`src/rtl/cdda_i2s_tx.sv`:
```
// CD-DA audio output: stereo frame FIFO feeding a 64-BCK I2S serialiser.
// BCK is derived from the system clock; underrun/overflow are sticky flags.
module cdda_i2s_tx #(
  parameter int CLK_FREQUENCY = 67737600,
  parameter int SAMPLE_RATE   = 44100,
  parameter int FIFO_DEPTH    = 4
) (
  input  logic                        clk,
  input  logic                        nrst,
  input  logic                        enable,
  input  logic [15:0]                 wr_left,
  input  logic [15:0]                 wr_right,
  input  logic                        wr_strobe,
  output logic                        full,
  output logic [$clog2(FIFO_DEPTH):0] level,
  output logic                        underrun,
  output logic                        overflow,
  input  logic                        flag_clr,
  output logic                        bck,
  output logic                        lrck,
  output logic                        sd
);

  localparam int HALF_DIV = CLK_FREQUENCY / (SAMPLE_RATE * 128);
  localparam int AW       = $clog2(FIFO_DEPTH);
  localparam int DW       = $clog2(HALF_DIV);
  localparam logic [DW-1:0] DIV_MAX  = DW'(HALF_DIV - 1);
  localparam logic [AW:0]   LVL_FULL = FIFO_DEPTH[AW:0];

  if (HALF_DIV < 2 || HALF_DIV * SAMPLE_RATE * 128 != CLK_FREQUENCY) begin : g_bad_div
    $error("cdda_i2s_tx: CLK_FREQUENCY must be an exact multiple >=2 of SAMPLE_RATE*128");
  end
  if (FIFO_DEPTH < 2 || (FIFO_DEPTH & (FIFO_DEPTH - 1)) != 0) begin : g_bad_depth
    $error("cdda_i2s_tx: FIFO_DEPTH must be a power of two >= 2");
  end

  logic [31:0]   mem [FIFO_DEPTH];
  logic [AW-1:0] wr_ptr, rd_ptr;
  logic [DW-1:0] div;
  logic          run;
  logic [5:0]    bit_cnt, nb;
  logic [31:0]   frame;
  logic          wrap, fall, pop, push, empty, lrck_n, sd_n;

  always_comb begin
    wrap   = enable && run && (div == DIV_MAX);
    fall   = wrap && bck;
    nb     = bit_cnt + 6'd1;
    pop    = fall && (nb == 6'd63);
    empty  = (level == '0);
    push   = wr_strobe && !full;
    lrck_n = (nb >= 6'd31) && (nb != 6'd63);
    // bits 0..15 -> frame[31..16] (left), bits 32..47 -> frame[15..0] (right)
    sd_n   = !nb[4] && frame[{~nb[5], ~nb[3:0]}];
  end

  assign full = (level == LVL_FULL);

  // run delays the divider by one clk so the first BCK rise lands HALF_DIV clks after enable
  always_ff @(posedge clk or negedge nrst) begin
    if (!nrst) begin
      run <= 1'b0; div <= '0; bit_cnt <= 6'd62; bck <= 1'b0; lrck <= 1'b0; sd <= 1'b0;
    end else if (!enable) begin
      run <= 1'b0; div <= '0; bit_cnt <= 6'd62; bck <= 1'b0; lrck <= 1'b0; sd <= 1'b0;
    end else if (!run) begin
      run <= 1'b1;
    end else if (wrap) begin
      div <= '0;
      bck <= ~bck;
      if (bck) begin
        bit_cnt <= nb;
        lrck    <= lrck_n;
        sd      <= sd_n;
      end
    end else begin
      div <= div + 1'b1;
    end
  end

  always_ff @(posedge clk or negedge nrst) begin
    if (!nrst)    frame <= '0;
    else if (pop) frame <= empty ? '0 : mem[rd_ptr];
  end

  always_ff @(posedge clk) begin
    if (push) mem[wr_ptr] <= {wr_left, wr_right};
  end

  // a write into an empty FIFO cannot satisfy a pop in the same cycle
  always_ff @(posedge clk or negedge nrst) begin
    if (!nrst) begin
      wr_ptr <= '0; rd_ptr <= '0; level <= '0;
    end else begin
      if (push) wr_ptr <= wr_ptr + 1'b1;
      if (pop && !empty) rd_ptr <= rd_ptr + 1'b1;
      case ({push, pop && !empty})
        2'b10:   level <= level + 1'b1;
        2'b01:   level <= level - 1'b1;
        default: level <= level;
      endcase
    end
  end

  always_ff @(posedge clk or negedge nrst) begin
    if (!nrst) begin
      underrun <= 1'b0; overflow <= 1'b0;
    end else if (flag_clr) begin
      underrun <= 1'b0; overflow <= 1'b0;
    end else begin
      if (pop && empty)      underrun <= 1'b1;
      if (wr_strobe && full) overflow <= 1'b1;
    end
  end

endmodule
```
`config.mk`:
```
export PLATFORM = sky130hd
export DESIGN_NAME = cdda_i2s_tx
export DESIGN_NICKNAME = d
export VERILOG_FILES = /design/src/rtl/cdda_i2s_tx.sv
export SDC_FILE = /design/constraint.sdc
export NUM_CORES = 1
export LEC_CHECK = 0
export ABC_AREA = 1
export BUFFER_PORTS_ARGS = -buffer_cell sky130_fd_sc_hd__buf_4
export CORE_ASPECT_RATIO = 1.2
export CORE_MARGIN = 2
export CORE_UTILIZATION = 60
export DETAILED_ROUTE_END_ITERATION = 12
export PLACE_DENSITY_LB_ADDON = 0.08
export RECOVER_POWER = 25
export SYNTH_ARGS = -nofsm -noshare
export SYNTH_HDL_FRONTEND = slang
export SYNTH_SLANG_ARGS = --single-unit
```
`constraint.sdc`:
```
create_clock -name clk -period 5 [get_ports clk]
set_input_delay 0 -clock clk [delete_from_list [all_inputs] [get_ports clk]]
set_output_delay 0 -clock clk [all_outputs]
set_load 0.005 [all_outputs]
```
After elaboration in Yosys (flattened, before gate mapping) --
Memory sizes are Yosys's and may differ from the RTL's. Cells that the tools add are included.
Storage, ports and cells: register bits after elaboration 55, input port bits 37, memory bits (writable) 128, logic and storage cells 81, memories 1
Memory list:
- mem | words 4, width 32, rd ports 1, clocked after Yosys merged registers in 0, wr ports 1, line 37 | logic [31:0] mem [FIFO_DEPTH];
Cells by class: equal/unequal tests 9, $lt $le $gt $ge 2, add/subtract/negate cells 6, reductions and logical operators 19, muxes and demuxes 29, bitwise gates (word level) 3
Operator list (count):
- $mux 32 | 1
- $mux 6 | 4
- $mux 1 | 19
- $mux 4 | 3
- $logic_and 1x1->1 | 10
- $add 6x1->6 const B | 1
- $eq 6x6->1 const B | 1
- $ge 6x5->1 const B | 1
- $lt 5x6->1 const B | 1
- $ne 2x1->1 const B | 3
- $ne 6x6->1 const B | 1
- $pmux 3 s2 | 1
- $reduce_bool 2->1 | 3
- $bmux 1 s5 | 1
- $add 2x1->2 const B | 2
- $add 4x1->4 const B | 1
- $eq 4x4->1 const B | 1
- $not 4->4 | 1
- $add 3x1->3 const B | 1
- $eq 3x3->1 const B | 1
- $logic_not 1->1 | 3
- $logic_not 3->1 | 1
- $reduce_and 3->1 | 1
- $sub 3x1->3 const B | 1
- other kinds (4) | 5

Logic depth before layout (Yosys ltp) --
word-level depth 9, mapped depth 15, mapped depth without buffers 14

Least setup slack after synthesis --
No wires, ideal clock.
kind reg2reg, start point reg bit_cnt[0], end point reg level[2], cell stages (with the launch flop) 15, slack 2326 ps, arrival time 2543 ps, period minus slack after synthesis 2674 ps, cells stage by stage dfrtp_1 -> buf_4 -> clkinv_1 -> clkbuf_1 -> ha_1 -> nand3_1 -> nor2_4 -> nand4_1 -> inv_1 -> ha_1 -> inv_1 -> fa_1 -> a21oi_1 -> o21ai_0 -> xor2_1
Between the ends: cells in the longest elaborated chain, start to end 6
RTL lines:
- start, declared | line 41 | logic [5:0] bit_cnt, nb;
- start signal, assigned | line 71 | bit_cnt <= nb;
- $add 6x1->6 (*) | line 48 | nb = bit_cnt + 6'd1;
- $eq 6x6->1 (*) | line 49 | pop = fall && (nb == 6'd63);
- $logic_and 1x1->1 (*) | line 49
- $logic_and 1x1->1 (*) | line 96 | case ({push, pop && !empty})
- $eq 2x1->1 / $eq 2x2->1 (equally long branches) | line 96
- $pmux 3 s2 / $reduce_bool 2->1 (equally long branches)
- end signal, assigned | line 97 | 2'b10: level <= level + 1'b1;
- end signal, assigned | line 98 | 2'b01: level <= level - 1'b1;
- end signal, assigned | line 99 | default: level <= level;
- end, declared | line 15 | output logic [$clog2(FIFO_DEPTH):0] level,
Mark *: on every way between the ends. The rest lies on a longest branch, timed or not. A chain may end at the register's enable or synchronous reset.

Final worst setup path --
Ends and elaborated chain as after synthesis.

==> reports/summary.txt <==
Result of the run: completed
H-tree depth: 4
Delay of the slowest critical-path stage: 760 ps
Number of rows in the core area: 45
Die Outline Area: 0.0138 mm2
Cells along the critical path: ha_1, xor2_2, nand2_2, nor2_4, nand4_1, inv_1, ha_1, inv_1, fa_1, a21oi_1, o21ai_0, xor2_1
Time the final worst path needs with I/O delays and setup: 3180 ps
1st-pass router iterations: 5
Predominant post-synthesis flop cell: sky130_fd_sc_hd__edfxtp_1
Most instantiated library cell after synthesis: sky130_fd_sc_hd__nand2_1
WHS Endpoint: wr_ptr[1]
Critical Path End Type: flop
Count of port buffers added during placement: 45
Total length of routed wires: 15900 um
Clock skew after layout: 8.17 ps
Global-route wire length before repair: 25400 um
Startpoint types: flop
Maximum root-to-sink buffer count: 2
Post-route DRC: 0
Async set-reset flop share out of synthesis: 30.1%
Final Max Tran Viols: 0
Post-Syn Instances: 659
Length in cells of the worst reg-to-reg path: 12
Top fanout value on the critical path: 21
Leakage dissipation: 3.59 nW
Post-route ant nets: 0
Total of warnings raised by yosys: 0
Largest vdd supply drop: 0.000238 V
R2R setup slack: 1820 ps
Drt initial violations: 318
Arr. time, crit path: 3480 ps
Areal power density over the cells: 335 mW/mm2
Final setup violating endpoints: 0
Number of placed I/O pins: 46
Number of buffers added by the clock tree synthesis step: 17
Ant. Diodes: 0
Root cell of the clock tree: sky130_fd_sc_hd__clkbuf_16
Die Height: 128 um
Synth top cells by count: 148 x sky130_fd_sc_hd__nand2_1, 128 x sky130_fd_sc_hd__edfxtp_1, 73 x sky130_fd_sc_hd__a21oi_1
Largest net degree at the start of global routing: 63
Global-route usage over all layers: 24.3%
Core region area: 0.0126 mm2
Count of instances resized after the clock tree is built: 0
CP required: 5300 ps
Worst hold path stage count: 4
Worst-skew pair later-pin latency: 420 ps
Placement-stage cell area: 0.00816 mm2
Setup tns final: 0 ps
# clock sinks: 183
Initial antenna violation count: 0
Vias in the first global route: 5078
Synth-to-Final Area Change: 16.8%
Worst path slowest cell: sky130_fd_sc_hd__dfrtp_1
Number of synthesized register bits: 183
Via density per instance: 5.60
Hold path startpoint: wr_strobe
Rel. slew slack: 29.0%
Effective utilization at floorplan: 61.2%
Top cells by area in the synthesized netlist: sky130_fd_sc_hd__edfxtp_1 50%, sky130_fd_sc_hd__dfrtp_1 16%, sky130_fd_sc_hd__nand2_1 7.2%
Setup Fix Bufs, Post-CTS: 0
Horiz. Die Dim: 108 um
Final-layout worst hold slack: 109 ps
Slew at the pin closest to its max-slew limit: 1060 ps
Reg2reg end: level[2]
RSZ-0062 raised after global routing: no
HP Class: in2reg
Remaining global-route overflow: 0
Syn_nets: 705
Number of flops mapped to enable cells by yosys: 128
Most area-hungry cell type in the Yosys netlist: sky130_fd_sc_hd__edfxtp_1
Netlist area before placement: 0.00771 mm2
Post-route cell area: 0.00901 mm2
Total half-perimeter wirelength after legalization and detailed placement: 9280 um
Max cap viols: 0
Wirelength per Cell: 17.4 um
Number of buffers inserted for hold repair after clock tree synthesis: 36
Sequential fraction of the synthesis area: 67.7%
TritonCTS clock tree: yes
Average size of a mapped cell: 11.7 um2
NumNets Final: 780
Worst reg2reg path startpoint: bit_cnt[0]
Fraction of layout cells with a size suffix above 1: 14.2%
Fin crit share: 63.6%
Worst Setup Path Type: reg2reg
Clock-pin slew on the worst setup and hold paths: 70 ps
Proportion of netlist area held by the largest area contributor: 49.8%
Maximum frequency from static timing analysis: 0.315 GHz
Final-report hold violation count: 0
Global placer's final weighted congestion: 0.863
Yosys cell types: 34
Vias post-DR: 5100
## worst max-delay path by stage
stage                           to  slack [ps]        from
after floorplan           level[2]        2330  bit_cnt[0]
after global placement    level[2]        2050  bit_cnt[0]
after detailed placement  level[2]        1910  bit_cnt[0]
after CTS                 level[2]        1850  bit_cnt[0]
after global routing      level[1]        1550  bit_cnt[0]
final                     level[2]        1820  bit_cnt[0]
## area by class of cell
cell class	count	area, um2
Multi-Input combinational cell	376	2070
Clock buffer	17	425
Inverter	65	244
Tap cell	164	205
Timing Repair Buffer	91	679
Clock inverter	15	154
Sequential cell	183	5230
Fill cell	892	3600
## registers in the layout, indices dropped and copies added (netlist names)
name and flops:
overflow 1, lrck 1, div 4, bck 1
bit_cnt 6, underrun 1, rd_ptr 2, mem 128
level 3, frame 32, run 1, wr_ptr 2
sd 1
## cells by family after synthesis
family                   Yosys count  synth area share (%)
AO/OA/AOI/OAI                    149                  12.7
XOR/XNOR                           7                 0.892
adder cells (fa/ha/maj)            9                  1.56
buffers and inverters            100                  5.58
flip-flops                       183                  67.7
AND/OR/NAND/NOR                  211                  11.5
## power by group
part	switching (mW)	leakage [nW]	internal, mW
combinational	0.0412	1.59	0.0360
sequential	0.00408	1.72	1.63
clock	0.561	0.284	0.739
## per-stage QoR
stage / util (%) / setup WS [ps] / power, mW / instances
2_1_floorplan: - / 2330 / 1.68 / 659
3_3_place_gp: 64.7 / 2050 / 1.73 / 843
3_5_place_dp: 64.7 / 1910 / 1.73 / 843
4_1_cts: 72.2 / 1850 / 3.04 / 911
5_1_grt: 71.4 / 1550 / 3.10 / 911
6_report: 71.4 / 1820 / 3.01 / 911
## layer usage
layer	share of wire (%)	GRT usage, %
met2	52	43.0
met5	0	0
met1	43	31.0
met4	1.3	6.33
met3	3.7	4.32
## placed cells by master, fill, tap and decap left out, types with 3 or more instances in the layout
cell                            synthesis  layout
sky130_fd_sc_hd__dfstp_2                5       5
sky130_fd_sc_hd__clkinv_2               0       3
sky130_fd_sc_hd__clkinv_4               0       4
sky130_fd_sc_hd__nor2_1                15      11
sky130_fd_sc_hd__xor2_1                 3       3
sky130_fd_sc_hd__clkbuf_1              18      25
sky130_fd_sc_hd__o21ai_2               29      29
sky130_fd_sc_hd__inv_1                 64      63
sky130_fd_sc_hd__buf_4                  2      30
sky130_fd_sc_hd__edfxtp_1             128     128
sky130_fd_sc_hd__a21oi_1               73      73
sky130_fd_sc_hd__nor3_1                 4       3
sky130_fd_sc_hd__nand2_1              148     148
sky130_fd_sc_hd__dfrtp_1               50      49
sky130_fd_sc_hd__a221oi_1              31      31
sky130_fd_sc_hd__dlygate4sd3_1          0      36
sky130_fd_sc_hd__clkinv_1               1       4
sky130_fd_sc_hd__nand3_1               35      35
sky130_fd_sc_hd__o21ai_0               11      11
sky130_fd_sc_hd__clkbuf_16              0      17
sky130_fd_sc_hd__ha_1                   8       8
sky130_fd_sc_hd__xnor2_1                3       3
sky130_fd_sc_hd__nand4_1                3       3
sky130_fd_sc_hd__nor2_2                 0       4
## worst max-delay path, delay by kind of cell (launching register included)
family | cells | cell delay [ps]
compound gates | 2 | 290
xor+xnor | 2 | 440
fa+ha+maj | 3 | 930
buf+inv | 2 | 200
flops | 1 | 760
simple gates | 3 | 430
Note: power is estimated with default switching activity, not from simulation.
